$ cat config.mk
export PLATFORM = sky130hd
export DESIGN_NAME = uart_rx
export DESIGN_NICKNAME = d
export VERILOG_FILES = /design/src/rtl/uart_pkg.sv /design/src/rtl/uart_sync.sv /design/src/rtl/uart_rx.sv
export SDC_FILE = /design/constraint.sdc
export NUM_CORES = 1
export LEC_CHECK = 0
export BUFFER_PORTS_ARGS = -buffer_cell sky130_fd_sc_hd__buf_2
export CAP_MARGIN = 20
export CORE_MARGIN = 8
export CORE_UTILIZATION = 51
export DETAILED_ROUTE_END_ITERATION = 10
export PLACE_DENSITY = 0.76
export SLEW_MARGIN = 40
export SYNTH_ARGS = -nofsm -noshare
export SYNTH_HDL_FRONTEND = slang
export SYNTH_SLANG_ARGS = --single-unit
$ cat constraint.sdc
create_clock -name Clock -period 2.7 [get_ports Clock]
set_input_delay 0.675 -clock Clock [delete_from_list [all_inputs] [get_ports Clock]]
set_output_delay 0.675 -clock Clock [all_outputs]
set_load 0.02 [all_outputs]
$ cat src/rtl/uart_pkg.sv
// Shared UART definitions: receiver state encoding and common widths.
package uart_pkg;

    localparam int BAUD_W = 14;
    localparam int DATA_W = 8;

    typedef enum logic [2:0] {
        S_IDLE   = 3'd0,
        S_START  = 3'd1,
        S_DATA   = 3'd2,
        S_PARITY = 3'd3,
        S_STOP   = 3'd4
    } uart_rx_state_t;

endpackage

$ cat src/rtl/uart_sync.sv
// Multi-flop synchroniser for an asynchronous input whose idle level is 1.
module uart_sync #(
    parameter int STAGES = 2
) (
    input  logic clk,
    input  logic rst,
    input  logic d,
    output logic q
);

    logic [STAGES-1:0] sync_q;
    logic [STAGES-1:0] sync_d;

    // Shift the raw input one stage further down the chain each cycle.
    always_comb begin
        sync_d = {sync_q[STAGES-2:0], d};
    end

    // Chain registers reset to the idle (mark) level so reset never looks like a start edge.
    always_ff @(posedge clk) begin
        if (rst) begin
            sync_q <= '1;
        end else begin
            sync_q <= sync_d;
        end
    end

    assign q = sync_q[STAGES-1];

endmodule

$ cat src/rtl/uart_rx.sv
// UART receiver: mid-bit sampling, parity/stop checking and a one-entry read buffer.
module uart_rx
    import uart_pkg::*;
#(
    parameter int SYNC_STAGES = 2
) (
    input  logic        Clock,
    input  logic        Reset,
    input  logic        Rxd,
    input  logic        RxRdEn,
    input  logic [2:0]  DataLenLimit,
    input  logic        StopLenLimit,
    input  logic        ParityEn,
    input  logic        ParityPolarity,
    input  logic [13:0] BaudLimit,
    output logic [7:0]  RxData,
    output logic        RxValid,
    output logic        RxReady,
    output logic        RxParityErr,
    output logic        RxFrameErr,
    output logic        RxOverrun,
    output logic        RxBusy
);

    logic                rxd_s;
    logic                prev_q, prev_d;
    logic                start_edge;
    logic                strobe;
    logic                frame_done;
    logic [DATA_W-1:0]   frame_data;

    uart_rx_state_t      state_q, state_d;
    logic [BAUD_W-1:0]   cnt_q, cnt_d;
    logic [2:0]          bit_idx_q, bit_idx_d;
    logic [DATA_W-1:0]   shift_q, shift_d;
    logic                accum_q, accum_d;
    logic                perr_q, perr_d;
    logic                ferr_q, ferr_d;

    logic [DATA_W-1:0]   data_q, data_d;
    logic                valid_q, valid_d;
    logic                buf_perr_q, buf_perr_d;
    logic                buf_ferr_q, buf_ferr_d;
    logic                ready_q, ready_d;
    logic                overrun_q, overrun_d;

    uart_sync #(
        .STAGES (SYNC_STAGES)
    ) u_sync (
        .clk (Clock),
        .rst (Reset),
        .d   (Rxd),
        .q   (rxd_s)
    );

    // Start edge detection and the baud counter; a half-period load on the start edge centres all samples.
    always_comb begin
        prev_d     = rxd_s;
        start_edge = (state_q == S_IDLE) && prev_q && !rxd_s;
        strobe     = (cnt_q == '0);
        if (start_edge) begin
            cnt_d = BaudLimit >> 1;
        end else if (strobe) begin
            cnt_d = BaudLimit;
        end else begin
            cnt_d = cnt_q - BAUD_W'(1);
        end
    end

    // Frame FSM: walks start, data, optional parity and stop bits, one step per sample strobe.
    always_comb begin
        state_d    = state_q;
        bit_idx_d  = bit_idx_q;
        shift_d    = shift_q;
        accum_d    = accum_q;
        perr_d     = perr_q;
        ferr_d     = ferr_q;
        frame_done = 1'b0;
        case (state_q)
            S_IDLE: begin
                if (start_edge) begin
                    state_d = S_START;
                end
            end
            S_START: begin
                if (strobe) begin
                    if (rxd_s) begin
                        state_d = S_IDLE;
                    end else begin
                        state_d   = S_DATA;
                        bit_idx_d = '0;
                        accum_d   = ParityPolarity;
                        perr_d    = 1'b0;
                        ferr_d    = 1'b0;
                    end
                end
            end
            S_DATA: begin
                if (strobe) begin
                    shift_d = {rxd_s, shift_q[DATA_W-1:1]};
                    accum_d = accum_q ^ rxd_s;
                    if (bit_idx_q == DataLenLimit) begin
                        bit_idx_d = '0;
                        state_d   = ParityEn ? S_PARITY : S_STOP;
                    end else begin
                        bit_idx_d = bit_idx_q + 3'd1;
                    end
                end
            end
            S_PARITY: begin
                if (strobe) begin
                    perr_d    = accum_q ^ rxd_s;
                    bit_idx_d = '0;
                    state_d   = S_STOP;
                end
            end
            S_STOP: begin
                if (strobe) begin
                    ferr_d = ferr_q | ~rxd_s;
                    if (bit_idx_q == {2'b00, StopLenLimit}) begin
                        frame_done = 1'b1;
                        state_d    = S_IDLE;
                    end else begin
                        bit_idx_d = bit_idx_q + 3'd1;
                    end
                end
            end
            default: begin
                state_d = S_IDLE;
            end
        endcase
    end

    // Receive buffer: accept a finished frame if empty or being popped, otherwise flag an overrun.
    always_comb begin
        frame_data = (DataLenLimit == 3'd7) ? shift_q : {1'b0, shift_q[DATA_W-1:1]};
        data_d     = data_q;
        valid_d    = valid_q;
        buf_perr_d = buf_perr_q;
        buf_ferr_d = buf_ferr_q;
        ready_d    = 1'b0;
        overrun_d  = 1'b0;
        if (frame_done) begin
            if (!valid_q || RxRdEn) begin
                data_d     = frame_data;
                buf_perr_d = perr_d;
                buf_ferr_d = ferr_d;
                valid_d    = 1'b1;
                ready_d    = 1'b1;
            end else begin
                overrun_d = 1'b1;
            end
        end else if (RxRdEn && valid_q) begin
            valid_d    = 1'b0;
            buf_perr_d = 1'b0;
            buf_ferr_d = 1'b0;
        end
    end

    // State registers; reset abandons any frame in progress and empties the buffer.
    always_ff @(posedge Clock) begin
        if (Reset) begin
            prev_q     <= 1'b1;
            state_q    <= S_IDLE;
            cnt_q      <= '0;
            bit_idx_q  <= '0;
            shift_q    <= '0;
            accum_q    <= 1'b0;
            perr_q     <= 1'b0;
            ferr_q     <= 1'b0;
            data_q     <= '0;
            valid_q    <= 1'b0;
            buf_perr_q <= 1'b0;
            buf_ferr_q <= 1'b0;
            ready_q    <= 1'b0;
            overrun_q  <= 1'b0;
        end else begin
            prev_q     <= prev_d;
            state_q    <= state_d;
            cnt_q      <= cnt_d;
            bit_idx_q  <= bit_idx_d;
            shift_q    <= shift_d;
            accum_q    <= accum_d;
            perr_q     <= perr_d;
            ferr_q     <= ferr_d;
            data_q     <= data_d;
            valid_q    <= valid_d;
            buf_perr_q <= buf_perr_d;
            buf_ferr_q <= buf_ferr_d;
            ready_q    <= ready_d;
            overrun_q  <= overrun_d;
        end
    end

    assign RxData      = data_q;
    assign RxValid     = valid_q;
    assign RxReady     = ready_q;
    assign RxParityErr = buf_perr_q;
    assign RxFrameErr  = buf_ferr_q;
    assign RxOverrun   = overrun_q;
    assign RxBusy      = (state_q != S_IDLE);

endmodule

Word-level counts from Yosys, hierarchy flattened
Index checks and enable logic that the tools add are counted.
Widths: inputs -> output; s select.

operators by class
  add/subtract/negate cells = 2
  equality and inequality tests = 17
  muxes and demuxes = 45
  bitwise logic cells = 4
  reduce and logical (&&, ||, !) cells = 20

operators with widths
  kind                   count
  $mux 3                 15
  $mux 1                 21
  $ne 2x2->1 const B     9
  $pmux 3 s5             1
  $logic_not 14->1       1
  $mux 14                1
  $reduce_and 7->1       2
  $sub 14x1->14 const B  1
  $mux 13                1
  $pmux 3 s4             1
  $mux 8                 1
  $eq 3x2->1 const B     2
  $eq 3x3->1 const B     2
  $pmux 1 s2             3
  $reduce_and 2->1       3
  $reduce_and 4->1       1
  $reduce_bool 2->1      2
  $reduce_bool 4->1      1
  $reduce_or 2->1        2
  $add 3x1->3 const B    1
  $eq 3x1->1             1
  $eq 3x1->1 const B     1
  $eq 3x3->1             1
  $logic_and 1x1->1      3
  other kinds (9)        11

storage, ports and cells
  flip-flop bits (word level) = 47
  bits of input ports = 24
  output and inout port bits = 14
  logic and storage cells = 104

Logic depth before layout (Yosys ltp)
  word-level depth = 6
  depth in mapped cells = 9
  depth with buffers taken out = 7

Modules after synthesis
A second synthesis with hierarchy kept.

unflattened totals
  cells, all modules = 306
  area, all modules = 2529.9 um^2

by module, submodules not included
  module     times used  cells each  area an instance (um^2)  seq. area each (um^2)
  uart_rx    1           302         2477.4                   900.9
  uart_sync  1           4           52.6                     40.0

Worst setup path after synthesis
Ideal clock, no wire load.

  path kind = reg-to-reg
  from = reg cnt_q[0]
  to = reg state_q[1]
  setup time = 0.123 ns
  data arrival time = 2.474 ns
  required time = 2.577 ns
  slack = 0.103 ns
  cell stages (with the launch flop) = 9
  path buffers = 1
  clock period less this slack = 2.597 ns
  cell sequence = dfxtp_1 -> inv_1 -> ha_1 -> or4b_4 -> or4b_4 -> buf_6 -> a311o_1 -> a21oi_4 -> mux2_1

between the ends
  cells in the longest elaborated chain, start to end = 3
  elaborated cells on any way between the ends = 6
  those cells by class = eq/ne (4); reduce/logical (2)

ends and longest elaborated chain
  element                       line            source
  from (decl)                   uart_rx.sv:33   logic [BAUD_W-1:0] cnt_q, cnt_d;
  from (signal assigned)        uart_rx.sv:180  cnt_q <= cnt_d;
  $logic_not 14->1 *            uart_rx.sv:60   strobe = (cnt_q == '0);
  $ne 2x2->1 (no line)          -
  $reduce_and 7->1 (no line) *  -
  to (signal assigned)          uart_rx.sv:179  state_q <= state_d;
  to (decl)                     uart_rx.sv:32   uart_rx_state_t state_q, state_d;

Every way passes the cells marked *; elsewhere a longest branch is shown, timed or not.
A chain may end at the register's enable or synchronous reset.

Worst setup path after layout
Same ends and word-level chain as after synthesis.

==> flow_summary.toml <==
[synthesis]
synth_edf_count = 0
synth_mux_area_frac = 0.09017
async_flop_share = 0
synth_top_area_frac = 0.3810
synth_xor_area_frac = 0.04610
synthesis.area_um2 = 2470
synth_compound_area_frac = 0.1717
synth-simple-area-share = 0.2563
synth_nets = 322
ys_types = 51
syn_area_per_cell_um2 = 8.372
ys_ff_latch = 47
synthTopCellsByArea = "dfxtp_1 38%, a21oi_1 5.7%, nor2_1 5.3%"
yosysSeqAreaShare = 0.3810
synth_ff_type = "dfxtp_1"
synth_top_area_cell = "dfxtp_1"
synth_top_family_by_area = "simple AND/OR/NAND/NOR gates"
syn_inst = 295
synth-adder-area-share = 0.01520
yosys_warnings = 0

[sta]
maxSlewHeadroom = 0.6327
fmax_mhz = 385.5
hold_violations = 0
fin_skew_ps = 4.298
worstMarginPinSlew_ps = 546.8
setup_viol = 0
timing.hold.ws_ps = 418.5
fin_setup_tns_ps = 0
post-route-min-period_ps = 2594
drv_slew = 0
fin_crit_sh = 0.9607
rsz0062_at_grt = "false"

[placed_design]
place_area_um2 = 2743
dp.cells = 381
place.gp.congestion = 0.9156
portBuffers = 37
hpwl_um = 4500

[global_routing]
busiest_layer = "met2"
groute.usage.overall = 0.1731
grt_pass1_vias = 2297
grt_pass1_wl_um = 10480
antenna_found_initial = 0
grt_util_met2 = 0.2962
grt-ovfl-total = 0
use_met3 = 0.03916
grtUsageMet1 = 0.2033
grt_max_degree = 27

[floorplanning]
pin_count = 38
fp.dieH_um = 85.59
placementRows = 25
die_width_um = 85.59
start_util = 0.5264
core_um2 = 4692
dieArea_um2 = 7326

[pwr]
pwr-share-seq = 0.378
clockPowerShare = 0.223
ir_drop_v = 0.0003476
p_int_uw = 1474
comb_power_share = 0.400
swShare = 0.3622
netSwitchingPower_uw = 837.2
leakage_uw = 0.001111
power.density_nw_per_um2 = 810.3

[min_path]
worstHoldPathCells = 1
hp-class = "flip-flop to flip-flop"

[worst_setup_path]
max_stage_delay_ps = 540
cpMostUsedCell = "or4b_4"
reg2reg_depth = 7
cp_data_arrival_time_ps = 2790
critPathBufInv = 1
critPathKind = "flip-flop to flip-flop"
worstSetupStartpointType = "flip-flop"
cp.depth = 7
path_max_fanout = 5
crit_family = "simple AND/OR/NAND/NOR gates"
crit_required_ps = 2890
crit_chain = "inv_1 > ha_1 > or4b_4 > or4b_4 > a311o_1 > a21oi_4 > mux2_1"
crit_path_top_delay_cell = "or4b_4"
critPathCaptureType = "flip-flop"
rrSetupSlack_ps = 110

[final_layout]
postLayoutCellArea_um2 = 2853
drive_above_1_share = 0.2275
n_antenna_cell = 0
post-route-util = 0.6080
final.fill_count = 411
register_area_um2 = 940.9
finalNonFillerCells = 388
area_delta_synth_final_pct = 15.50
layout.nets = 361
multi_input_area_um2 = 1431

[clock_tree]
numCtsBuffers = 5
clock_latency_ps = 300
cts_root_buf = "clkbuf_8"
clk_path_buf_depth = 2
postCtsSetupBuffers = 0
cts_resized = 0
cts_sinks = 47
cts_hold_buf = 0
clkTransAtPathRegs_ps = 90
cts_tree = "done"
htreeDepth = 2

[drt]
drtPass1Iterations = 4
via_count = 2253
drcViolationCount = 0
wl_per_cell_um = 15.84
drt-initial-drc-count = 174
drt_wl_total_um = 6144
final_antenna_net_count = 0
via_per_inst = 5.807

[run_status]
status = "finished, final reports clean"

[run]
maxCapViolations = 0
[cells in the mapped netlist, drive strengths merged (2+ instances only)]
cell,instances
inv,7
ha,3
nor2,35
or3b,2
nor3,13
nor4b,3
mux2i,11
a31o,2
a21oi,29
nor3b,3
a211oi,5
clkbuf,13
nand3,15
or2,2
or4,4
a31oi,2
or4b,2
xnor2,10
nand2b,2
xor2,3
mux2,10
nand4,2
and2,2
o211ai,5
dfxtp,47
nor4,3
buf,2
o22ai,2
nor2b,3
o31ai,3
o21ai,9
nand2,28
[placed cells by master (no fill, tap or decap), types with 3 or more instances in the layout]
| cell type | netlist | final |
|---|---|---|
| dfxtp_1 | 47 | 47 |
| buf_2 | 0 | 37 |
| nor2_1 | 35 | 35 |
| nand2_1 | 28 | 28 |
| a21oi_1 | 28 | 28 |
| nand3_1 | 15 | 15 |
| nor3_1 | 13 | 13 |
| mux2i_1 | 11 | 11 |
| xnor2_1 | 10 | 10 |
| o21ai_0 | 9 | 9 |
| mux2_2 | 9 | 9 |
| buf_4 | 1 | 8 |
| inv_1 | 7 | 7 |
| o211ai_1 | 5 | 5 |
| a211oi_1 | 5 | 5 |
| clkbuf_8 | 0 | 5 |
| or4_1 | 3 | 3 |
| nor4_1 | 3 | 3 |
| nor3b_1 | 3 | 3 |
| o31ai_1 | 3 | 3 |
| nor2b_1 | 3 | 3 |
| xor2_1 | 3 | 3 |
| ha_1 | 3 | 3 |
[kinds of logic after synthesis]
logic type | Yosys count
xor+xnor | 13
compound gates | 66
simple gates | 122
mux | 21
flops | 47
buf+inv | 23
fa+ha+maj | 3
[power by group through the flow]
stage          logic (uW)  registers, uW  clock network, uW
2_1_floorplan         723            846                  0
3_3_place_gp          893            881                  0
3_5_place_dp          911            886                  0
4_1_cts               915            871                526
5_1_grt              1030            886                553
6_report              924            873                514
[layer usage]
| layer | vias to the layer above | part of all wire | wire length, um |
|---|---|---|---|
| li1 | 1138 | - | - |
| met1 | 1027 | 0.44 | 2699 |
| met2 | 75 | 0.48 | 2950 |
| met3 | 13 | 0.060 | 367 |
| met4 | 0 | 0.021 | 126 |
| met5 | - | 0 | 0 |
[registers in the layout, summed over array words and instances, names as in the netlist, 2 cells and up]
signal,cells
bit_idx_q,3
u_sync.sync_q,2
shift_q,8
cnt_q,14
RxData,8
state_q,3
[path summary, 6_finish.rpt]
kind,startpoint,endpoint
worst max-delay path,cnt_q[0],state_q[1]
worst min-delay path,u_sync.sync_q[0],u_sync.sync_q[1]
worst max register to register,cnt_q[0],state_q[1]
worst min register to register,u_sync.sync_q[0],u_sync.sync_q[1]
[worst reg2reg max path, delay by kind of cell, from the launching register on]
family / cells / cell delay [ps]
AND/OR/NAND/NOR: 2 / 1020
AO/OA/AOI/OAI: 2 / 530
flip-flops: 1 / 350
multiplexers: 1 / 340
adder cells (fa/ha/maj): 1 / 150
buffers and inverters: 1 / 90
[stage by stage]
step | setup slack [ps] | total power (uW)
floorplan | 102.8 | 1569
global placement | 189.3 | 1775
detailed placement | 133.0 | 1797
CTS | 108.1 | 2313
global route | 6.599 | 2465
finish | 106.0 | 2312
[cell type report]
class,count,area share
multi-input cells,225,0.5018
flip-flops and latches,47,0.3298
repair buffers,47,0.09693
clock buffers,5,0.02412
well taps,54,0.02368
clock inverters,2,0.01316
inverters,8,0.01053
(Power assumes the default switching activity.)
